## src/rtl/tlu_coinc_trig_if.sv

```systemverilog
// Trigger-record port between the coincidence trigger (master) and the readout FIFO (slave).
// REC_DATA is {per-channel LE bytes, trigger number[31:0], timestamp[31:0]}.
interface tlu_coinc_trig_if #(
    parameter int CH = 6
);
    logic [64+CH*8-1:0] REC_DATA;
    logic               REC_VALID;
    logic               REC_READY;

    modport master (output REC_DATA, output REC_VALID, input REC_READY);
    modport slave  (input REC_DATA, input REC_VALID, output REC_READY);
endinterface

```

## src/rtl/tlu_coinc_trig.sv

```systemverilog
// Masked coincidence trigger: TRIGGER and BUSY follow an accept by one cycle, the record is valid one cycle after accept.
// A record held by REC_READY low blocks further accepts; such coincidences are counted as skipped.
module tlu_coinc_trig #(
    parameter int CH           = 6,
    parameter int TRIG_LEN     = 4,
    parameter int BUSY_TIMEOUT = 1024
) (
    input  logic               CLK40,
    input  logic               RST,
    input  logic               EN,
    input  logic [CH-1:0]      EN_CH_MASK,
    input  logic [CH-1:0]      CH_VALID,
    input  logic [CH*16-1:0]   CH_LE_REL,
    input  logic [31:0]        TIME_STAMP,
    input  logic [7:0]         HOLDOFF,
    input  logic               DUT_BUSY,
    output logic               TRIGGER,
    output logic               BUSY,
    output logic [31:0]        TRIG_CNT,
    output logic [15:0]        SKIP_CNT,
    output logic               TIMEOUT_ERR,
    tlu_coinc_trig_if.master   rec
);
    localparam logic [1:0] S_IDLE = 2'd0;
    localparam logic [1:0] S_TRIG = 2'd1;
    localparam logic [1:0] S_WAIT = 2'd2;
    localparam logic [1:0] S_HOLD = 2'd3;

    localparam int TL_W = (TRIG_LEN > 1) ? $clog2(TRIG_LEN) : 1;
    localparam int TO_W = (BUSY_TIMEOUT > 1) ? $clog2(BUSY_TIMEOUT) : 1;
    localparam logic [TL_W-1:0] TL_LAST = TL_W'(TRIG_LEN - 1);
    localparam logic [TO_W-1:0] TO_LAST = TO_W'(BUSY_TIMEOUT - 1);
    localparam int RW = 64 + CH*8;

    logic [1:0]      state_q, state_nxt;
    logic [TL_W-1:0] tl_cnt_q;
    logic [TO_W-1:0] to_cnt_q;
    logic [7:0]      hold_cnt_q;
    logic            coinc, coinc_prev_q, new_evt, accept, rec_stall;
    logic            busy_done, timeout_hit;
    logic            trigger_q, busy_q, timeout_q;
    logic [31:0]     trig_cnt_q;
    logic [15:0]     skip_cnt_q, skip_nxt;
    logic            rec_vld_q;
    logic [RW-1:0]   rec_dat_q, rec_nxt;

    assign coinc     = EN && (EN_CH_MASK != '0) && ((CH_VALID & EN_CH_MASK) == EN_CH_MASK);
    assign new_evt   = coinc && !coinc_prev_q;
    assign rec_stall = rec_vld_q && !rec.REC_READY;
    assign accept    = new_evt && (state_q == S_IDLE) && !rec_stall;

    // A busy line still high on the last allowed wait cycle ends the wait as a timeout.
    assign busy_done   = (state_q == S_WAIT) && (!DUT_BUSY || (to_cnt_q == TO_LAST));
    assign timeout_hit = (state_q == S_WAIT) && EN && DUT_BUSY && (to_cnt_q == TO_LAST);

    always_comb begin
        skip_nxt = skip_cnt_q;
        if (new_evt && !accept && (skip_cnt_q != 16'hFFFF))
            skip_nxt = skip_cnt_q + 16'd1;
    end

    always_comb begin
        rec_nxt        = '0;
        rec_nxt[31:0]  = TIME_STAMP;
        rec_nxt[63:32] = trig_cnt_q;
        for (int k = 0; k < CH; k++) begin
            if (EN_CH_MASK[k])
                rec_nxt[64+8*k +: 8] = (|CH_LE_REL[16*k+8 +: 8]) ? 8'hFF : CH_LE_REL[16*k +: 8];
        end
    end

    always_comb begin
        state_nxt = state_q;
        case (state_q)
            S_IDLE: if (accept) state_nxt = S_TRIG;
            S_TRIG: if (tl_cnt_q == TL_LAST) state_nxt = S_WAIT;
            S_WAIT: if (busy_done) state_nxt = (HOLDOFF == 8'd0) ? S_IDLE : S_HOLD;
            S_HOLD: if (hold_cnt_q == 8'd0) state_nxt = S_IDLE;
            default: state_nxt = S_IDLE;
        endcase
        if (!EN)
            state_nxt = S_IDLE;
    end

    always_ff @(posedge CLK40) begin
        if (RST) begin
            state_q      <= S_IDLE;
            trigger_q    <= 1'b0;
            busy_q       <= 1'b0;
            coinc_prev_q <= 1'b0;
            tl_cnt_q     <= '0;
            to_cnt_q     <= '0;
            hold_cnt_q   <= '0;
            timeout_q    <= 1'b0;
            trig_cnt_q   <= '0;
            skip_cnt_q   <= '0;
            rec_vld_q    <= 1'b0;
            rec_dat_q    <= '0;
        end else begin
            state_q      <= state_nxt;
            trigger_q    <= (state_nxt == S_TRIG);
            busy_q       <= (state_nxt != S_IDLE);
            coinc_prev_q <= coinc;
            tl_cnt_q     <= (state_q == S_TRIG) ? tl_cnt_q + TL_W'(1) : '0;
            to_cnt_q     <= (state_q == S_WAIT) ? to_cnt_q + TO_W'(1) : '0;
            // HOLDOFF is captured on the edge that enters the hold-off phase.
            hold_cnt_q   <= (state_q == S_HOLD) ? hold_cnt_q - 8'd1 : HOLDOFF - 8'd1;
            if (timeout_hit)
                timeout_q <= 1'b1;
            trig_cnt_q   <= trig_cnt_q + {31'd0, accept};
            skip_cnt_q   <= skip_nxt;
            if (accept) begin
                rec_vld_q <= 1'b1;
                rec_dat_q <= rec_nxt;
            end else if (rec.REC_READY) begin
                rec_vld_q <= 1'b0;
            end
        end
    end

    assign TRIGGER       = trigger_q;
    assign BUSY          = busy_q;
    assign TRIG_CNT      = trig_cnt_q;
    assign SKIP_CNT      = skip_cnt_q;
    assign TIMEOUT_ERR   = timeout_q;
    assign rec.REC_VALID = rec_vld_q;
    assign rec.REC_DATA  = rec_dat_q;
endmodule
```

## src/flat_wrapper.sv

```systemverilog
// flat-port wrapper written by rule: the top's interface ports become plain ports
module tlu_coinc_trig_flat 
#(
    parameter int CH           = 6,
    parameter int TRIG_LEN     = 4,
    parameter int BUSY_TIMEOUT = 1024
)
  (CLK40, RST, EN, EN_CH_MASK, CH_VALID, CH_LE_REL, TIME_STAMP, HOLDOFF, DUT_BUSY, TRIGGER, BUSY, TRIG_CNT, SKIP_CNT, TIMEOUT_ERR, rec_REC_DATA, rec_REC_VALID, rec_REC_READY);
  tlu_coinc_trig_if #(.CH(CH)) rec_i ();
  input  logic CLK40;
  input  logic RST;
  input  logic EN;
  input  logic [CH-1:0] EN_CH_MASK;
  input  logic [CH-1:0] CH_VALID;
  input  logic [CH*16-1:0] CH_LE_REL;
  input  logic [31:0] TIME_STAMP;
  input  logic [7:0] HOLDOFF;
  input  logic DUT_BUSY;
  output logic TRIGGER;
  output logic BUSY;
  output logic [31:0] TRIG_CNT;
  output logic [15:0] SKIP_CNT;
  output logic TIMEOUT_ERR;
  output wire logic [$bits(rec_i.REC_DATA)-1:0] rec_REC_DATA;
  output wire logic [$bits(rec_i.REC_VALID)-1:0] rec_REC_VALID;
  input wire logic [$bits(rec_i.REC_READY)-1:0] rec_REC_READY;
  assign rec_REC_DATA = rec_i.REC_DATA;
  assign rec_REC_VALID = rec_i.REC_VALID;
  assign rec_i.REC_READY = rec_REC_READY;
  tlu_coinc_trig #(.CH(CH), .TRIG_LEN(TRIG_LEN), .BUSY_TIMEOUT(BUSY_TIMEOUT)) u_core (.CLK40(CLK40), .RST(RST), .EN(EN), .EN_CH_MASK(EN_CH_MASK), .CH_VALID(CH_VALID), .CH_LE_REL(CH_LE_REL), .TIME_STAMP(TIME_STAMP), .HOLDOFF(HOLDOFF), .DUT_BUSY(DUT_BUSY), .TRIGGER(TRIGGER), .BUSY(BUSY), .TRIG_CNT(TRIG_CNT), .SKIP_CNT(SKIP_CNT), .TIMEOUT_ERR(TIMEOUT_ERR), .rec(rec_i));
endmodule
```

## config.mk

```make
export PLATFORM = sky130hd
export DESIGN_NAME = tlu_coinc_trig_flat
export DESIGN_NICKNAME = d
export VERILOG_FILES = /design/src/rtl/tlu_coinc_trig_if.sv /design/src/rtl/tlu_coinc_trig.sv /design/src/flat_wrapper.sv
export SDC_FILE = /design/constraint.sdc
export NUM_CORES = 1
export LEC_CHECK = 0
export CAP_MARGIN = 10
export CORE_MARGIN = 3
export CORE_UTILIZATION = 45
export CTS_CLUSTER_DIAMETER = 40
export DETAILED_ROUTE_END_ITERATION = 8
export GPL_TIMING_DRIVEN = 0
export PLACE_DENSITY = 0.89
export SLEW_MARGIN = 10
export SYNTH_ARGS = -nofsm -noshare
export SYNTH_HDL_FRONTEND = slang
export SYNTH_SLANG_ARGS = --single-unit
```

## constraint.sdc

```tcl
create_clock -name CLK40 -period 8.6 [get_ports CLK40]
set_clock_uncertainty 0.05 [all_clocks]
set_input_delay 0.86 -clock CLK40 [delete_from_list [all_inputs] [get_ports CLK40]]
set_output_delay 0.86 -clock CLK40 [all_outputs]
set_load 0.05 [all_outputs]
```

==> reports/summary.json, run 1 <==
{
  "cts_max_level": 4,
  "number_of_instances_in_the_synthesized_netlist": 957,
  "route.antenna.remaining_nets": 0,
  "power.clock.fraction": 0.410,
  "worstReg2RegStart": "u_core.rec.REC_VALID$_SDFFE_PP0P_",
  "cell_accounting_for_the_most_synthesized_area": "sky130_fd_sc_hd__dfxtp_1",
  "switchingPower_mw": 0.4855,
  "final_number_of_max_transition_violations": 0,
  "worstSkewPairLatency_ns": 0.43,
  "tightest_slew_ns": 1.006,
  "postSynthNetCount": 1116,
  "drt-vias-per-instance": 5.437,
  "ys_types": 49,
  "place_worst_setup_slack_ns": 2.763,
  "internal-power_mw": 1.412,
  "totalNegativeSetupSlack_ns": 0,
  "worst_hold_path.num_cells": 1,
  "fp.dieH_um": 138.4,
  "cts.hold.buffers_added": 0,
  "grt_max_degree": 17,
  "synthesis.yosys.warnings": 0,
  "fp-row-count": 47,
  "cts_inserted_buffers": 17,
  "grt-ovfl-total": 0,
  "synth_most_common_cell": "sky130_fd_sc_hd__nand2_1",
  "critical_path_maximum_fanout": 10,
  "layout-drive-gt1-share": 0.06245,
  "num_vias": 8253,
  "unrepaired_setup_endpoints_after_global_routing": "false",
  "antenna_found_initial": 1,
  "port_buffers": 309,
  "synthesis.area_per_instance_um2": 8.237,
  "detailed_place_hpwl_um": 20120,
  "detail_route.first_pass.iterations": 7,
  "crit_path_start_kind": "input port",
  "worst_path_required_time_ns": 8.84,
  "dieArea_um2": 19140,
  "syn2layout_area_growth_pct": 49.98,
  "fmax_mhz": 179.6,
  "netlist_area_um2": 7883,
  "grt_pass1_vias": 8221,
  "combPwrFrac": 0.120,
  "worst_setup_hold_path_clk_slew_ns": 0.06,
  "min-delay-path-class": "reg -> reg",
  "grt_pass1_wl_um": 42700,
  "power.share.switching": 0.2559,
  "clkSinkCount": 187,
  "post-route-period-util": 0.6475,
  "pwr-share-seq": 0.470,
  "globalplace.congestion": 0.9213,
  "cellPowerDensity_nw_per_um2": 160.5,
  "synth_register_bits": 187,
  "maxSlewHeadroom": 0.3236,
  "finalNetCount": 1444,
  "wire_per_inst_um": 17.70,
  "hp-start": "u_core.tl_cnt_q[0]$_SDFF_PP0_",
  "worst_setup_path_end_kind": "register",
  "power.ir.vdd_worst_mv": 0.1295,
  "fin_hold_ws_ns": 0.3896,
  "clockBufferDepth": 2,
  "number_of_synthesized_flops_with_an_enable_pin": 0,
  "synth-async-reset-ratio": 0,
  "netlist_top_cells_count": "sky130_fd_sc_hd__nand2_1 (202), sky130_fd_sc_hd__dfxtp_1 (187), sky130_fd_sc_hd__a21oi_1 (133)",
  "crit-reg2reg-capture": "u_core.TRIG_CNT[24]$_SDFF_PP0_",
  "initial_utilization": 0.4670,
  "totalWireLength_um": 26880,
  "netlist_top_cells_area": "sky130_fd_sc_hd__dfxtp_1 (47%), sky130_fd_sc_hd__nand2_1 (9.6%), sky130_fd_sc_hd__a21oi_1 (8.4%)",
  "core_area_um2": 16880,
  "ys.flop_type": "sky130_fd_sc_hd__dfxtp_1",
  "r2r_slack_ns": 3.63,
  "tritoncts": "yes",
  "total_leakage_power_nw": 4.059,
  "drt_drc_violations_left": 0,
  "synth_top_cell_area_share": 0.4749,
  "io_pins": 317,
  "setup-violations-final": 0,
  "dr.first_iter.drc_count": 574,
  "arrival_ns": 5.81,
  "post_synthesis_sequential_area_ratio": 0.4749,
  "die-width_um": 138.4,
  "period_needed_ns": 5.568,
  "cts_resized": 0,
  "number_of_setup_buffers_added_after_cts": 0,
  "cap_violations": 0,
  "ff2ff_path_depth": 13,
  "grt.total_usage": 0.2707,
  "crit_path_start": "rec_REC_READY",
  "worst_hold_path.endpoint": "u_core.tl_cnt_q[0]$_SDFF_PP0_",
  "layout_setup_ws_ns": 3.032,
  "ctsRootBufferMaster": "sky130_fd_sc_hd__clkbuf_16",
  "timing.final.hold_violations": 0,
  "run_status": "finished, final reports clean",
  "timing_worst_setup_path_type": "in -> reg"
}
[power by group through the flow]
stage          clock network [mW]  logic [mW]  registers (mW)
6_report                    0.779       0.227           0.891
2_1_floorplan                   0      0.0593           0.954
3_5_place_dp                    0       0.226           0.911
4_1_cts                     0.785       0.227           0.891
5_1_grt                     0.821       0.241           0.893
3_3_place_gp                    0       0.223           0.910
[layout by cell type (no fill, tap or decap), types with 3 or more instances in the layout]
cell type / Yosys / final
sky130_fd_sc_hd__or2_2: 3 / 3
sky130_fd_sc_hd__buf_2: 4 / 4
sky130_fd_sc_hd__clkbuf_1: 50 / 50
sky130_fd_sc_hd__clkdlybuf4s50_1: 0 / 309
sky130_fd_sc_hd__inv_6: 0 / 4
sky130_fd_sc_hd__dfxtp_1: 187 / 187
sky130_fd_sc_hd__inv_1: 11 / 11
sky130_fd_sc_hd__or4_1: 10 / 10
sky130_fd_sc_hd__nor2_1: 65 / 65
sky130_fd_sc_hd__nor4_1: 21 / 21
sky130_fd_sc_hd__xor2_1: 25 / 25
sky130_fd_sc_hd__and3_1: 6 / 6
sky130_fd_sc_hd__buf_4: 32 / 32
sky130_fd_sc_hd__nand2_1: 202 / 202
sky130_fd_sc_hd__nand3_1: 21 / 21
sky130_fd_sc_hd__mux2_2: 4 / 4
sky130_fd_sc_hd__a21oi_1: 133 / 133
sky130_fd_sc_hd__o21ai_0: 11 / 11
sky130_fd_sc_hd__clkinv_2: 0 / 6
sky130_fd_sc_hd__clkbuf_16: 0 / 17
sky130_fd_sc_hd__mux2i_1: 8 / 8
sky130_fd_sc_hd__nand4_1: 19 / 19
sky130_fd_sc_hd__or3_1: 9 / 9
sky130_fd_sc_hd__nor3_1: 10 / 10
sky130_fd_sc_hd__nor2b_1: 12 / 12
sky130_fd_sc_hd__ha_1: 6 / 6
sky130_fd_sc_hd__nand2b_1: 4 / 4
sky130_fd_sc_hd__buf_1: 6 / 6
sky130_fd_sc_hd__o211ai_1: 48 / 48
sky130_fd_sc_hd__o31ai_1: 8 / 8
sky130_fd_sc_hd__xnor2_1: 14 / 14
[registers in the layout, summed over array words and instances, names as in the netlist]
signal                cells
u_core.hold_cnt_q         8
u_core.rec.REC_VALID      1
u_core.tl_cnt_q           2
u_core.coinc_prev_q       1
u_core.TRIG_CNT          32
u_core.TIMEOUT_ERR        1
u_core.SKIP_CNT          16
u_core.BUSY               1
u_core.rec.REC_DATA     112
u_core.state_q            2
u_core.TRIGGER            1
u_core.to_cnt_q          10
[per-stage QoR]
step / power (mW) / area [um2] / utilization / instances
5_1_grt: 1.955 / 11820 / 0.7005 / 1518
6_report: 1.898 / 11820 / 0.7005 / 1518
3_5_place_dp: 1.137 / 11250 / 0.6666 / 1486
3_3_place_gp: 1.132 / 11250 / 0.6666 / 1486
4_1_cts: 1.903 / 11820 / 0.7003 / 1517
2_1_floorplan: 1.014 / 7883 / - / 957
[layout make-up]
cell class                 instances  area [um2]
sequential                       187        3744
inverter                          12       45.04
tap                              220       275.3
clock inverter                    14       143.9
buffer                            92       470.5
multi-input combinational        666        3623
fill                            1299        5055
clock buffer                      17       425.4
timing repair buffer             309        3093
antenna                            1       2.502
[how the worst max path moves through the flow]
stage	slack, ns	depth (start not counted)	endpoint
2_1_floorplan	4.46	14	u_core.TRIG_CNT[31]$_SDFF_PP0_
3_3_place_gp	2.72	14	u_core.TRIG_CNT[22]$_SDFF_PP0_
3_5_place_dp	2.76	14	u_core.TRIG_CNT[30]$_SDFF_PP0_
4_1_cts	3.03	14	u_core.TRIG_CNT[24]$_SDFF_PP0_
5_1_grt	2.72	14	u_core.TRIG_CNT[30]$_SDFF_PP0_
6_report	3.03	14	u_core.TRIG_CNT[24]$_SDFF_PP0_
[kinds of logic after synthesis]
| logic type | count (synthesis) | share of synthesized area |
|---|---|---|
| AO/OA/AOI/OAI | 212 | 0.1571 |
| XOR/XNOR | 39 | 0.04333 |
| adder cells (fa/ha/maj) | 6 | 0.009524 |
| buffers and inverters | 104 | 0.06540 |
| flip-flops | 187 | 0.4749 |
| multiplexers | 12 | 0.01587 |
| AND/OR/NAND/NOR | 397 | 0.2338 |
[critical path, stage by stage]
cell and delay [ns]:
sky130_fd_sc_hd__clkdlybuf4s50_1 0.46, sky130_fd_sc_hd__nand2b_1 0.19, sky130_fd_sc_hd__nor3b_1 0.49, sky130_fd_sc_hd__nand4_1 0.40, sky130_fd_sc_hd__clkinv_1 0.23, sky130_fd_sc_hd__buf_2 0.32, sky130_fd_sc_hd__buf_1 0.60, sky130_fd_sc_hd__ha_1 0.35
sky130_fd_sc_hd__ha_1 0.25, sky130_fd_sc_hd__nand4_1 0.22, sky130_fd_sc_hd__nor4_2 0.91, sky130_fd_sc_hd__nand2_1 0.22, sky130_fd_sc_hd__xor2_1 0.24, sky130_fd_sc_hd__nor2_1 0.06
[metal layers]
metal  up-vias  wire, um  global-route usage
met5         -         0                   0
met4         0       634             0.08736
met3        47      1902             0.06872
met2       307     13220              0.4604
met1      3958     11120              0.3374
li1       3941         -                   -
Power figures use the tool's default switching activity.
==> inputs of run 2 (changes only) <==
--- a/config.mk
+++ b/config.mk
@@ -7,11 +7,11 @@
 export LEC_CHECK = 0
 export CAP_MARGIN = 10
 export CORE_MARGIN = 3
-export CORE_UTILIZATION = 45
+export CORE_UTILIZATION = 39
 export CTS_CLUSTER_DIAMETER = 40
 export DETAILED_ROUTE_END_ITERATION = 8
 export GPL_TIMING_DRIVEN = 0
-export PLACE_DENSITY = 0.89
+export PLACE_DENSITY = 0.82
 export SLEW_MARGIN = 10
 export SYNTH_ARGS = -nofsm -noshare
 export SYNTH_HDL_FRONTEND = slang
==> constraint.sdc (replaced) <==
create_clock -name CLK40 -period 4.6 [get_ports CLK40]
set_clock_uncertainty 0.05 [all_clocks]
set_input_delay 0.46 -clock CLK40 [delete_from_list [all_inputs] [get_ports CLK40]]
set_output_delay 0.46 -clock CLK40 [all_outputs]
set_load 0.05 [all_outputs]
==> run 2 against run 1 <==
Net effect:
- critical path depth decreased by 1
- die area increased by 15%
- power increased by 88%
- sequential share of layout area decreased by 0.20 points
- hold slack got worse by 0.0054 ns
- non-clock buffer count decreased by 1
- combinational power increased by 87%
- first-iteration DRC count decreased by 33%
- critical path type unchanged
- global-route usage decreased by 4.0 points
- largest cell class unchanged
==> reports/summary.json, run 2 (synthesized netlist as in run 1, its figures left out) <==
{
  "cts_inserted_buffers": {"value": 17, "change": "unchanged"},
  "cap_violations": {"value": 0, "change": "unchanged"},
  "dieArea": {"value": 21950, "unit": "um2", "change": "+15%"},
  "cellPowerDensity": {"value": 299.2, "unit": "nW/um2", "change": "+86%"},
  "placedCellCount": {"value": 1531, "change": "+3.0%"},
  "post_route_non_filler_standard_cell_count": {"value": 1562, "change": "+2.9%"},
  "antenna_found_initial": {"value": 0, "change": "-1"},
  "clkSinkCount": {"value": 187, "change": "unchanged"},
  "number_of_setup_buffers_added_after_cts": {"value": 0, "change": "unchanged"},
  "totalNegativeSetupSlack": {"value": 0, "unit": "ns", "change": "unchanged"},
  "dr.first_iter.drc_count": {"value": 386, "change": "-33%"},
  "finalNetCount": {"value": 1443, "change": "-0.069%"},
  "layout_setup_ws": {"value": 0.3600, "unit": "ns", "change": "-2.672 ns"},
  "drt-vias-per-instance": {"value": 5.115, "change": "-5.9%"},
  "cts_max_level": {"value": 4, "change": "unchanged"},
  "crit_buf_inv": {"value": 4, "change": "unchanged"},
  "largest_register_ffs": {"value": 112, "change": "unchanged"},
  "final_common_cell": "sky130_fd_sc_hd__clkdlybuf4s50_1",
  "cts.hold.buffers_added": {"value": 0, "change": "unchanged"},
  "total_leakage_power": {"value": 4.078, "unit": "nW", "change": "+0.45%"},
  "maxSlewHeadroom": {"value": 0.4794, "change": "+0.1558"},
  "detailed_place_hpwl": {"value": 19900, "unit": "um", "change": "-1.1%"},
  "syn2layout_area_growth_pct": 50.95,
  "period_needed_ns": 4.240,
  "timing_worst_setup_path_type": "in -> reg",
  "total_power": {"value": 3.560, "unit": "mW", "change": "+88%"},
  "layout-drive-gt1-share": {"value": 0.06168, "change": "-0.0007710"},
  "place_worst_setup_slack": {"value": -0.6782, "unit": "ns", "change": "-3.442 ns"},
  "post-route-period-util": 0.9217,
  "fp-row-count": {"value": 51, "change": "+8.5%"},
  "initial_utilization": {"value": 0.4011, "change": "-0.06598"},
  "globalplace.congestion": {"value": 0.8837, "change": "-4.1%"},
  "final_number_of_max_transition_violations": {"value": 0, "change": "unchanged"},
  "cts_resized": {"value": 1, "change": "+1"},
  "grt-ovfl-total": {"value": 0, "change": "unchanged"},
  "setup-violations-final": {"value": 0, "change": "unchanged"},
  "tightest_slew": {"value": 0.7750, "unit": "ns", "change": "-0.2313 ns"},
  "layout_common_cells": "sky130_fd_sc_hd__clkdlybuf4s50_1 (309), sky130_fd_sc_hd__nand2_1 (202), sky130_fd_sc_hd__dfxtp_1 (187), sky130_fd_sc_hd__a21oi_1 (133), sky130_fd_sc_hd__nor2_1 (65)",
  "wire_per_inst": {"value": 16.82, "unit": "um", "change": "-5.0%"},
  "critPathMaxStageDelay": {"value": 0.50, "unit": "ns", "change": "-0.41 ns"},
  "fmax_mhz": 235.8,
  "fp.dieH": {"value": 148.2, "unit": "um", "change": "+7.1%"},
  "worst_path_required_time": {"value": 4.90, "unit": "ns", "change": "-3.94 ns"},
  "critPathSlowestCell": "sky130_fd_sc_hd__or4_4",
  "grt_pass1_vias": {"value": 7638, "change": "-7.1%"},
  "worstSkewPairLatency": {"value": 0.42, "unit": "ns", "change": "about the same"},
  "path_delay_family": "simple AND/OR/NAND/NOR gates",
  "num_vias": {"value": 7990, "change": "-3.2%"},
  "tritoncts": "yes",
  "min-delay-path-class": "reg -> reg",
  "ctsRootBufferMaster": "sky130_fd_sc_hd__clkbuf_16",
  "totalWireLength": {"value": 26280, "unit": "um", "change": "-2.2%"},
  "critical_path_maximum_fanout": {"value": 19, "change": "+9"},
  "die-width": {"value": 148.2, "unit": "um", "change": "+7.1%"},
  "worstPathCellList": "clkdlybuf4s50_1 > nand2b_1 > nor3b_1 > nand4_1 > clkinv_1 > buf_2 > ha_1 > nand3_2 > or3_1 > buf_2 > or4_4 > or3_1 > a21oi_1",
  "core_area": {"value": 19650, "unit": "um2", "change": "+16%"},
  "r2r_slack": {"value": 0.59, "unit": "ns", "change": "-3.04 ns"},
  "grt_max_degree": {"value": 20, "change": "+3"},
  "io_pins": {"value": 317, "change": "unchanged"},
  "grt_pass1_wl": {"value": 40720, "unit": "um", "change": "-4.6%"},
  "unrepaired_setup_endpoints_after_global_routing": "false",
  "detail_route.first_pass.iterations": {"value": 7, "change": "unchanged"},
  "worst_setup_hold_path_clk_slew": {"value": 0.06, "unit": "ns", "change": "about the same"},
  "run_status": "finished, final reports clean",
  "grt.total_usage": {"value": 0.2307, "change": "-0.04005"},
  "clockBufferDepth": {"value": 2, "change": "unchanged"},
  "diode_count": {"value": 0, "change": "-1"},
  "drt_drc_violations_left": {"value": 0, "change": "unchanged"},
  "crit_path_start_kind": "input port",
  "timing.final.hold_violations": {"value": 0, "change": "unchanged"},
  "power.ir.vdd_worst": {"value": 0.2393, "unit": "mV", "change": "+85%"},
  "worst_setup_path_end_kind": "register",
  "arrival": {"value": 4.54, "unit": "ns", "change": "-1.27 ns"},
  "route.antenna.remaining_nets": {"value": 0, "change": "unchanged"},
  "port_buffers": {"value": 309, "change": "unchanged"}
}
## run 2: changes by cell type in the layout (fill, tap and decap cells not counted), sizes merged
cell and change:
inv -2, clkbuf +3, buf -1, diode -1
## run 2: cell type report
cell class	count	area [um2]
Sequential cell	187	3744
Fill cell	1712	7755
Inverter	12	45.04
Timing Repair Buffer	309	3093
Clock buffer	20	446.7
Multi-Input combinational cell	666	3632
Clock inverter	12	140.1
Buffer	91	466.7
Tap cell	265	331.6
## run 2: worst paths after layout
kind                            cells after the start                              start                             end
worst max-delay path                               13                      rec_REC_READY  u_core.TRIG_CNT[31]$_SDFF_PP0_
worst min-delay path                                1      u_core.tl_cnt_q[0]$_SDFF_PP0_   u_core.tl_cnt_q[0]$_SDFF_PP0_
worst max register to register                     12  u_core.rec.REC_VALID$_SDFFE_PP0P_  u_core.TRIG_CNT[31]$_SDFF_PP0_
worst min register to register                      1      u_core.tl_cnt_q[0]$_SDFF_PP0_   u_core.tl_cnt_q[0]$_SDFF_PP0_
## run 2: worst register-to-register path: stages, from the launching register on
cell,delay (ns)
sky130_fd_sc_hd__dfxtp_1,0.33
sky130_fd_sc_hd__nand2b_1,0.12
sky130_fd_sc_hd__nor3b_1,0.43
sky130_fd_sc_hd__nand4_1,0.38
sky130_fd_sc_hd__clkinv_1,0.22
sky130_fd_sc_hd__buf_2,0.47
sky130_fd_sc_hd__ha_1,0.30
sky130_fd_sc_hd__nand3_2,0.13
sky130_fd_sc_hd__or3_1,0.36
sky130_fd_sc_hd__buf_2,0.16
sky130_fd_sc_hd__or4_4,0.50
sky130_fd_sc_hd__or3_1,0.35
sky130_fd_sc_hd__a21oi_1,0.14
## run 2: power by group
group / switching [mW] / internal [mW] / leakage (nW)
clock: 0.645 / 0.825 / 0.288
combinational: 0.235 / 0.189 / 2.28
sequential: 0.0174 / 1.65 / 1.51
## run 2: per-stage QoR
| step | hold slack [ns] | area (um2) | utilization |
|---|---|---|---|
| 2_1_floorplan | 0.3581 | 7883 | - |
| 3_3_place_gp | 0.3720 | 11310 | 0.5753 |
| 3_5_place_dp | 0.3784 | 11310 | 0.5753 |
| 4_1_cts | 0.3877 | 11900 | 0.6054 |
| 5_1_grt | 0.4142 | 11900 | 0.6054 |
| 6_report | 0.3842 | 11900 | 0.6054 |
## run 2: layer usage
metal,GRT usage,up-vias,wire length (um)
li1,-,3925,-
met1,0.2972,3773,11230
met2,0.3814,251,12680
met3,0.05728,41,1744
met4,0.07529,0,623
met5,0,-,0
==> inputs of run 3 (changes only) <==
--- a/config.mk
+++ b/config.mk
@@ -6,7 +6,6 @@
 export NUM_CORES = 1
 export LEC_CHECK = 0
 export CAP_MARGIN = 10
-export CORE_MARGIN = 3
 export CORE_UTILIZATION = 39
 export CTS_CLUSTER_DIAMETER = 40
 export DETAILED_ROUTE_END_ITERATION = 8
==> run 3 against run 2 <==
Net effect:
- wire length decreased by 0.92%
- critical path depth unchanged
- clock-buffer cell count increased by 4
- setup slack improved by 0.065 ns
- global-route usage increased by 1.4 points
- fmax increased by 1.6%
==> reports/summary.json, run 3 (synthesized netlist as in run 1, its figures left out) <==
{
  "core_area": {"value": 19650, "unit": "um2", "change": "unchanged"},
  "grt_pass1_vias": {"value": 7404, "change": "-3.1%"},
  "num_vias": {"value": 8061, "change": "+0.89%"},
  "arrival": {"value": 4.48, "unit": "ns", "change": "-0.06 ns"},
  "final_common_cell": "sky130_fd_sc_hd__clkdlybuf4s50_1",
  "tightest_slew": {"value": 0.8560, "unit": "ns", "change": "+0.08098 ns"},
  "globalplace.congestion": {"value": 0.8926, "change": "+1.0%"},
  "worstSkewPairLatency": {"value": 0.43, "unit": "ns", "change": "about the same"},
  "cts_max_level": {"value": 4, "change": "unchanged"},
  "largest_register_ffs": {"value": 112, "change": "unchanged"},
  "drt_drc_violations_left": {"value": 0, "change": "unchanged"},
  "multi_input_area": {"value": 3637, "unit": "um2", "change": "+0.14%"},
  "layout_setup_ws": {"value": 0.4250, "unit": "ns", "change": "+0.06506 ns"},
  "io_pins": {"value": 317, "change": "unchanged"},
  "grt-ovfl-total": {"value": 0, "change": "unchanged"},
  "critical_path_maximum_fanout": {"value": 19, "change": "unchanged"},
  "fp.dieH": {"value": 144.2, "unit": "um", "change": "-2.7%"},
  "port_buffers": {"value": 309, "change": "unchanged"},
  "worst_setup_path_end_kind": "register",
  "die-width": {"value": 144.2, "unit": "um", "change": "-2.7%"},
  "syn2layout_area_growth_pct": 51.17,
  "fmax": {"value": 239.5, "unit": "MHz", "change": "+1.6%"},
  "ff_latch_area": {"value": 3744, "unit": "um2", "change": "unchanged"},
  "total_leakage_power": {"value": 4.083, "unit": "nW", "change": "+0.13%"},
  "layout_common_cells": "sky130_fd_sc_hd__clkdlybuf4s50_1 (309), sky130_fd_sc_hd__nand2_1 (202), sky130_fd_sc_hd__dfxtp_1 (187), sky130_fd_sc_hd__a21oi_1 (133), sky130_fd_sc_hd__nor2_1 (65)",
  "worst_path_required_time": {"value": 4.90, "unit": "ns", "change": "about the same"},
  "num-fill-cells": {"value": 1748, "change": "+2.1%"},
  "dieArea": {"value": 20780, "unit": "um2", "change": "-5.3%"},
  "final_number_of_max_transition_violations": {"value": 0, "change": "unchanged"},
  "place_area": {"value": 11310, "unit": "um2", "change": "unchanged"},
  "initial_utilization": {"value": 0.4011, "change": "unchanged"},
  "detailed_place_hpwl": {"value": 19530, "unit": "um", "change": "-1.9%"},
  "fin_hold_ws": {"value": 0.3868, "unit": "ns", "change": "+0.002614 ns"},
  "detail_route.first_pass.iterations": {"value": 5, "change": "-2"},
  "maxSlewHeadroom": {"value": 0.4250, "change": "-0.05440"},
  "power.ir.vdd_worst": {"value": 0.2394, "unit": "mV", "change": "about the same"},
  "placedCellCount": {"value": 1531, "change": "unchanged"},
  "clockBufferDepth": {"value": 2, "change": "unchanged"},
  "run_status": "finished, final reports clean",
  "number_of_setup_buffers_added_after_cts": {"value": 0, "change": "unchanged"},
  "crit_path_start_kind": "input port",
  "route.antenna.remaining_nets": {"value": 0, "change": "unchanged"},
  "grt_max_degree": {"value": 20, "change": "unchanged"},
  "layout.cell_area.non_filler": {"value": 11920, "unit": "um2", "change": "+0.15%"},
  "dr.first_iter.drc_count": {"value": 468, "change": "+21%"},
  "ctsRootBufferMaster": "sky130_fd_sc_hd__clkbuf_16",
  "timing_worst_setup_path_type": "in -> reg",
  "min-delay-path-class": "reg -> reg",
  "fp-row-count": {"value": 51, "change": "unchanged"},
  "cap_violations": {"value": 0, "change": "unchanged"},
  "place_worst_setup_slack": {"value": -0.6156, "unit": "ns", "change": "+0.06261 ns"},
  "unrepaired_setup_endpoints_after_global_routing": "false",
  "cts.hold.buffers_added": {"value": 0, "change": "unchanged"},
  "worst_hold_path.num_cells": {"value": 1, "change": "unchanged"},
  "cts_inserted_buffers": {"value": 17, "change": "unchanged"},
  "setup-violations-final": {"value": 0, "change": "unchanged"},
  "finalNetCount": {"value": 1443, "change": "unchanged"},
  "grt.total_usage": {"value": 0.2450, "change": "+0.01432"},
  "layout-drive-gt1-share": {"value": 0.06168, "change": "unchanged"},
  "grt_pass1_wl": {"value": 38990, "unit": "um", "change": "-4.3%"},
  "post-route-period-util": {"value": 0.9076, "change": "-0.01414"},
  "timing.final.hold_violations": {"value": 0, "change": "unchanged"},
  "antenna_found_initial": {"value": 0, "change": "unchanged"},
  "finalCoreUtilization": {"value": 0.6063, "change": "+0.0008910"},
  "period_needed": {"value": 4.175, "unit": "ns", "change": "-0.06506 ns"},
  "clkSinkCount": {"value": 187, "change": "unchanged"},
  "tritoncts": "yes",
  "wire_per_inst": {"value": 16.67, "unit": "um", "change": "-0.92%"},
  "cellPowerDensity": {"value": 301.1, "unit": "nW/um2", "change": "+0.62%"},
  "totalWireLength": {"value": 26040, "unit": "um", "change": "-0.92%"},
  "drt-vias-per-instance": {"value": 5.161, "change": "+0.89%"},
  "ff2ff_path_depth": {"value": 12, "change": "unchanged"},
  "worst_setup_hold_path_clk_slew": {"value": 0.07, "unit": "ns", "change": "about the same"},
  "post_route_non_filler_standard_cell_count": {"value": 1562, "change": "unchanged"},
  "diode_count": {"value": 0, "change": "unchanged"}
}
-- run 3: cell count changes in the layout (fill, tap and decap cells not counted), sizes merged --
cell,before,now
clkbuf,70,74
clkinv,7,5
inv,14,12
-- run 3: stage by stage --
| stage | TNS, ns | power [mW] |
|---|---|---|
| 5_1_grt | 0 | 3.697 |
| 4_1_cts | 0 | 3.608 |
| 6_report | 0 | 3.588 |
| 3_3_place_gp | -7.389 | 2.120 |
| 2_1_floorplan | 0 | 1.895 |
| 3_5_place_dp | -6.850 | 2.125 |
-- run 3: timing repair --
| item | CTS | global route |
|---|---|---|
| resized for setup | 1 | 1 |
| endpoints found under the setup margin | 9 | 1 |
| cloned | 0 | 0 |
-- run 3: path summary, 6_finish.rpt --
check / from / to / slack [ns]
setup reg to reg: u_core.rec.REC_VALID$_SDFFE_PP0P_ / u_core.TRIG_CNT[31]$_SDFF_PP0_ / 0.65
hold reg to reg: u_core.tl_cnt_q[0]$_SDFF_PP0_ / u_core.tl_cnt_q[0]$_SDFF_PP0_ / 0.39
hold / removal: u_core.tl_cnt_q[0]$_SDFF_PP0_ / u_core.tl_cnt_q[0]$_SDFF_PP0_ / 0.39
setup / recovery: rec_REC_READY / u_core.TRIG_CNT[31]$_SDFF_PP0_ / 0.43
-- run 3: power by group --
part | total (mW) | internal (mW) | switching (mW)
registers | 1.67 | 1.65 | 0.0173
logic | 0.425 | 0.189 | 0.236
clock network | 1.50 | 0.864 | 0.633
total | 3.59 | 2.70 | 0.886
-- run 3: critical path: stages --
cell	delay, ns
sky130_fd_sc_hd__clkdlybuf4s50_1	0.49
sky130_fd_sc_hd__nand2b_1	0.18
sky130_fd_sc_hd__nor3b_2	0.31
sky130_fd_sc_hd__nand4_1	0.40
sky130_fd_sc_hd__clkinv_1	0.25
sky130_fd_sc_hd__buf_2	0.43
sky130_fd_sc_hd__ha_1	0.29
sky130_fd_sc_hd__nand3_2	0.14
sky130_fd_sc_hd__or3_1	0.36
sky130_fd_sc_hd__buf_2	0.17
sky130_fd_sc_hd__or4_4	0.50
sky130_fd_sc_hd__or3_1	0.36
sky130_fd_sc_hd__a21oi_1	0.14
-- run 3: layout make-up --
cell class,count,share of cell area
sequential,187,0.3142
clock buffer,24,0.04126
tap,265,0.02782
timing repair buffer,309,0.2596
clock inverter,8,0.009030
multi-input combinational,666,0.3052
buffer,91,0.03916
inverter,12,0.003780
-- run 3: layer usage --
layer	vias to the layer above	GRT usage	wire [um]
li1	3928	-	-
met1	3802	0.3108	11070
met2	278	0.4038	12350
met3	53	0.05662	1922
met4	0	0.09197	700
met5	-	0	0
